[config.mk]
export PLATFORM = sky130hd
export DESIGN_NAME = light_sensor_frontend
export DESIGN_NICKNAME = d
export VERILOG_FILES = /design/src/rtl/light_sensor_frontend.sv
export SDC_FILE = /design/constraint.sdc
export NUM_CORES = 1
export LEC_CHECK = 0
export ABC_AREA = 1
export BUFFER_PORTS_ARGS = -buffer_cell sky130_fd_sc_hd__buf_2
export CAP_MARGIN = 20
export CORE_UTILIZATION = 53
export DETAILED_ROUTE_END_ITERATION = 10
export PLACE_DENSITY = 0.77
export SLEW_MARGIN = 15
export SYNTH_ARGS = -nofsm -noshare
export SYNTH_HDL_FRONTEND = slang
export SYNTH_SLANG_ARGS = --single-unit
[constraint.sdc]
create_clock -name clk -period 1.27 [get_ports clk]
set_input_delay 0.127 -clock clk [delete_from_list [all_inputs] [get_ports clk]]
set_output_delay 0.127 -clock clk [all_outputs]
set_load 0.05 [all_outputs]
[src/rtl/light_sensor_frontend.sv]
// Light sensor frontend: periodic serial ADC daylight reader
// plus synchronised, debounced, hold-stretched PIR presence.
module light_sensor_frontend #(
  parameter int DAYLIGHT_W    = 8,
  parameter int SCLK_HALF     = 2,
  parameter int SAMPLE_PERIOD = 100,
  parameter int DEBOUNCE      = 4,
  parameter int HOLD          = 10
) (
  input  logic                  clk,
  input  logic                  reset,
  input  logic                  adc_sdo,
  output logic                  adc_cs_n,
  output logic                  adc_sclk,
  input  logic                  pir_raw,
  output logic [DAYLIGHT_W-1:0] daylight,
  output logic                  daylight_valid,
  output logic                  presence
);

  localparam int TW = (SAMPLE_PERIOD > 1) ?
                      $clog2(SAMPLE_PERIOD) : 1;
  localparam int HW = $clog2(SCLK_HALF + 1);
  localparam int BW = $clog2(DAYLIGHT_W + 1);
  localparam int DW = $clog2(DEBOUNCE + 1);
  localparam int LW = (HOLD > 0) ? $clog2(HOLD + 1) : 1;

  localparam logic [TW-1:0] T_LAST =
    TW'(SAMPLE_PERIOD - 1);
  localparam logic [HW-1:0] H_LAST =
    HW'(SCLK_HALF - 1);
  localparam logic [BW-1:0] B_LAST =
    BW'(DAYLIGHT_W);
  localparam logic [DW-1:0] D_LAST =
    DW'(DEBOUNCE);
  localparam logic [LW-1:0] HOLD_V =
    LW'(HOLD);

  typedef enum logic [1:0] {
    IDLE,
    SETUP,
    SHIFT
  } state_t;

  state_t                state, state_n;
  logic [TW-1:0]         tmr;
  logic                  tick;
  logic [HW-1:0]         hc, hc_n;
  logic [BW-1:0]         bits, bits_n;
  logic [DAYLIGHT_W-1:0] sh, sh_n;
  logic [DAYLIGHT_W-1:0] day_n;
  logic                  cs_n_n;
  logic                  sclk_n;
  logic                  valid_n;
  logic                  edge_hit;

  logic                  s1, s2, db;
  logic [DW-1:0]         dcnt;
  logic [LW-1:0]         hold_cnt;

  assign tick     = (tmr == T_LAST);
  assign edge_hit = (hc == H_LAST);

  // Free-running sample timer; tick on terminal count.
  always_ff @(posedge clk or posedge reset) begin
    if (reset) begin
      tmr <= '0;
    end else if (tick) begin
      tmr <= '0;
    end else begin
      tmr <= tmr + 1'b1;
    end
  end

  // Conversion FSM and ADC datapath registers.
  always_ff @(posedge clk or posedge reset) begin
    if (reset) begin
      state          <= IDLE;
      hc             <= '0;
      bits           <= '0;
      sh             <= '0;
      adc_cs_n       <= 1'b1;
      adc_sclk       <= 1'b0;
      daylight       <= '0;
      daylight_valid <= 1'b0;
    end else begin
      state          <= state_n;
      hc             <= hc_n;
      bits           <= bits_n;
      sh             <= sh_n;
      adc_cs_n       <= cs_n_n;
      adc_sclk       <= sclk_n;
      daylight       <= day_n;
      daylight_valid <= valid_n;
    end
  end

  // Next state: setup gap, then toggle sclk each half
  // period, capturing sdo on every rising sclk.
  always_comb begin
    state_n = state;
    hc_n    = hc;
    bits_n  = bits;
    sh_n    = sh;
    cs_n_n  = adc_cs_n;
    sclk_n  = adc_sclk;
    day_n   = daylight;
    valid_n = 1'b0;
    unique case (state)
      IDLE: begin
        hc_n   = '0;
        bits_n = '0;
        sclk_n = 1'b0;
        if (tick) begin
          cs_n_n  = 1'b0;
          state_n = SETUP;
        end
      end
      SETUP: begin
        if (edge_hit) begin
          hc_n    = '0;
          state_n = SHIFT;
        end else begin
          hc_n = hc + 1'b1;
        end
      end
      SHIFT: begin
        if (!edge_hit) begin
          hc_n = hc + 1'b1;
        end else begin
          hc_n = '0;
          if (!adc_sclk) begin
            sclk_n = 1'b1;
            sh_n   = {sh[DAYLIGHT_W-2:0], adc_sdo};
            bits_n = bits + 1'b1;
          end else if (bits == B_LAST) begin
            sclk_n  = 1'b0;
            cs_n_n  = 1'b1;
            day_n   = sh;
            valid_n = 1'b1;
            state_n = IDLE;
          end else begin
            sclk_n = 1'b0;
          end
        end
      end
      default: begin
        state_n = IDLE;
        cs_n_n  = 1'b1;
        sclk_n  = 1'b0;
      end
    endcase
  end

  // Two-flop synchroniser for the asynchronous PIR.
  always_ff @(posedge clk or posedge reset) begin
    if (reset) begin
      s1 <= 1'b0;
      s2 <= 1'b0;
    end else begin
      s1 <= pir_raw;
      s2 <= s1;
    end
  end

  // Debounce: accept a new level once it has persisted.
  always_ff @(posedge clk or posedge reset) begin
    if (reset) begin
      db   <= 1'b0;
      dcnt <= '0;
    end else if (s2 != db) begin
      if (dcnt == D_LAST) begin
        db   <= s2;
        dcnt <= '0;
      end else begin
        dcnt <= dcnt + 1'b1;
      end
    end else begin
      dcnt <= '0;
    end
  end

  // Occupancy hold: reload while motion, stretch after.
  always_ff @(posedge clk or posedge reset) begin
    if (reset) begin
      hold_cnt <= '0;
      presence <= 1'b0;
    end else begin
      if (db) begin
        hold_cnt <= HOLD_V;
      end else if (hold_cnt != '0) begin
        hold_cnt <= hold_cnt - 1'b1;
      end
      presence <= db | (hold_cnt != '0);
    end
  end

endmodule

==> impl_metrics.json <==
{
  "status": "finished with violations",
  "violations": "setup timing",
  "clkSlewWorstSetupHoldPaths_ps": 90,
  "hp-start": "adc_sdo",
  "syn_nets": 233,
  "ir_drop_uv": 1180,
  "dieArea_mm2": 0.004200,
  "core_area_mm2": 0.003716,
  "grt_max_degree": 20,
  "final_cell_mix": "dfrtp_1 (43), inv_1 (31), buf_4 (28), nand2_1 (24), buf_2 (15)",
  "relSlewSlack": 0.5683,
  "leakage_nw": 1.417,
  "port-buffer-count": 15,
  "diodes": 0,
  "cts_made_buffers": 5,
  "drive_gt1_frac": 0.4582,
  "die_w_um": 64.81,
  "clock_latency_ps": 310,
  "crit_arrival_ps": 1560,
  "worst_pin_slew_ps": 643.6,
  "crit_fanout": 8,
  "drt_iter0_markers": 105,
  "cts.sinks": 45,
  "setup_viol": 22,
  "start_util": 0.5626,
  "min_period_ps": 1355,
  "rsz0062_at_grt": "true",
  "grt_pass1_vias": 1446,
  "antenna_found_initial": 0,
  "end_kind": "flip-flop",
  "hold_viol_final": 0,
  "crit_type": "reg2reg",
  "max_freq_mhz": 737.9,
  "cts_tree": "yes",
  "synth_seq_cells": 45,
  "setup_slack_ps": -85.24,
  "area_growth_pct": 41.29,
  "utilization": 0.7949,
  "finalPower_mw": 3.215,
  "avgSynthCellArea_um2": 9.635,
  "worstPathRequired_ps": 1480,
  "min-delay-path-class": "in2reg",
  "final_common_cell": "dfrtp_1",
  "rows": 22,
  "cts_max_level": 2,
  "drv_slew": 0,
  "dieHeight_um": 64.81,
  "reg2reg_from": "state[0]",
  "drt_first_pass_iters": 4,
  "route.vias.total": 1710,
  "ant_nets": 0,
  "syn_area_mm2": 0.002091,
  "cts-root-buf": "clkbuf_8",
  "n_fill_cell": 216,
  "place.gp.congestion": 0.8116,
  "clock_path_buffers": 2,
  "clock_skew_ps": 8.252,
  "powerDensity_mw_per_mm2": 1088,
  "worst_setup_path_start_kind": "flip-flop",
  "yosys_warnings": 0,
  "via_per_inst": 5.294,
  "io_pins": 16,
  "wl_per_cell_um": 16.29,
  "overflow": 0,
  "drc_errors": 0,
  "drv_cap": 0,
  "yosysSeqAreaShare": 0.5392,
  "crit_path_start": "state[0]",
  "hpwlAfterDp_um": 2657,
  "syn-instance-count": 217,
  "period_share": 1.067,
  "grt_pass1_wl_um": 6403,
  "synth_cell_types": 27,
  "wl_um": 5262,
  "nets": 290,
  "grt_use_total": 0.2112
}
-- final timing paths --
path                                to  slack (ps)  cells after the start
hold reg to reg                     s2         370                      0
setup / recovery           daylight[2]         -90                      7
setup reg to reg           daylight[2]         -90                      7
hold / removal                   sh[0]          60                      3
max in group asynchronous      bits[0]         420                      4
min in group asynchronous     adc_sclk         360                      3
-- power breakdown --
part	leakage, nW	total, mW	switching (mW)	internal (mW)
Sequential	0.579	1.59	0.0544	1.53
Clock	0.0574	1.15	0.509	0.640
Combinational	0.780	0.479	0.260	0.219
Total	1.42	3.22	0.824	2.39
-- sequential cells by signal, summed over array words and instances, names as in the netlist --
signal	count
s2	1
hold_cnt	4
hc	2
sh	8
daylight	8
dcnt	3
adc_cs_n	1
db	1
adc_sclk	1
tmr	7
presence	1
bits	4
daylight_valid	1
s1	1
state	2
-- critical path: stages (launching register included) --
cell and delay (ps):
dfrtp_1 420, inv_2 100, ha_4 160, buf_12 110, nand4_4 130, clkbuf_16 200
nand2_4 60, o21ai_2 60
-- routing by layer --
layer | vias up | track usage | share of wire | wire, um
met3 | 24 | 0.04754 | 0.033 | 176
met4 | 0 | 0.1000 | 0.048 | 255
li1 | 805 | - | - | -
met5 | - | 0 | 0 | 0
met2 | 47 | 0.3672 | 0.55 | 2881
met1 | 834 | 0.2444 | 0.37 | 1949
-- synth_stat cells, drive strengths merged --
| library cell | number | area share |
|---|---|---|
| dfrtp | 44 | 0.53 |
| nand2 | 44 | 0.083 |
| inv | 41 | 0.075 |
| o21ai | 22 | 0.065 |
| nor2 | 15 | 0.031 |
| ha | 12 | 0.072 |
| nand3 | 11 | 0.035 |
| a21oi | 7 | 0.017 |
| nand4 | 5 | 0.022 |
| buf | 3 | 0.016 |
| nor3 | 3 | 0.013 |
| xnor2 | 3 | 0.013 |
| a31oi | 2 | 0.0060 |
| xor2 | 2 | 0.0084 |
| dfstp | 1 | 0.013 |
| o21a | 1 | 0.0036 |
| o22ai | 1 | 0.0030 |
-- area by class of cell --
| class | instances | area [um^2] | area share |
|---|---|---|---|
| flip-flops and latches | 45 | 1129 | 0.3820 |
| multi-input cells | 128 | 1031 | 0.3490 |
| repair buffers | 53 | 457.9 | 0.1550 |
| inverters | 41 | 156.4 | 0.05294 |
| clock buffers | 6 | 82.58 | 0.02795 |
| well taps | 48 | 60.06 | 0.02033 |
| clock inverters | 2 | 37.54 | 0.01271 |
-- cell families (layout without fill, tap and decap cells) --
logic type / after synthesis / in the layout / synth area share
xor+xnor: 5 / 5 / 0.02095
flops: 45 / 45 / 0.5392
buf+inv: 44 / 102 / 0.09096
simple gates: 78 / 78 / 0.1825
fa+ha+maj: 12 / 12 / 0.07181
compound gates: 33 / 33 / 0.09455
-- stage by stage --
stage               hold slack [ps]  area (um^2)  std cells  TNS (ps)  setup slack, ps
floorplan                     158.4         2105        217    -11.20           -11.20
global placement              148.2         2366        295    -174.0           -24.92
detailed placement            157.7         2366        295    -635.1           -95.74
CTS                           62.78         2580        310    -17.20           -11.46
global route                  69.20         2954        323     -2260           -120.6
finish                        56.55         2954        323    -993.9           -85.24
-- repair_timing --
| item | CTS | global route |
|---|---|---|
| endpoints found under the setup margin | 16 | 30 |
| buffers inserted | 5 | 11 |
| endpoints found under the hold margin | 14 | 0 |
| gates cloned | 0 | 2 |
| pin swaps | 2 | 11 |
| hold buffers | 2 | 0 |
| resized for setup | 5 | 65 |
Power figures use the tool's default switching activity.
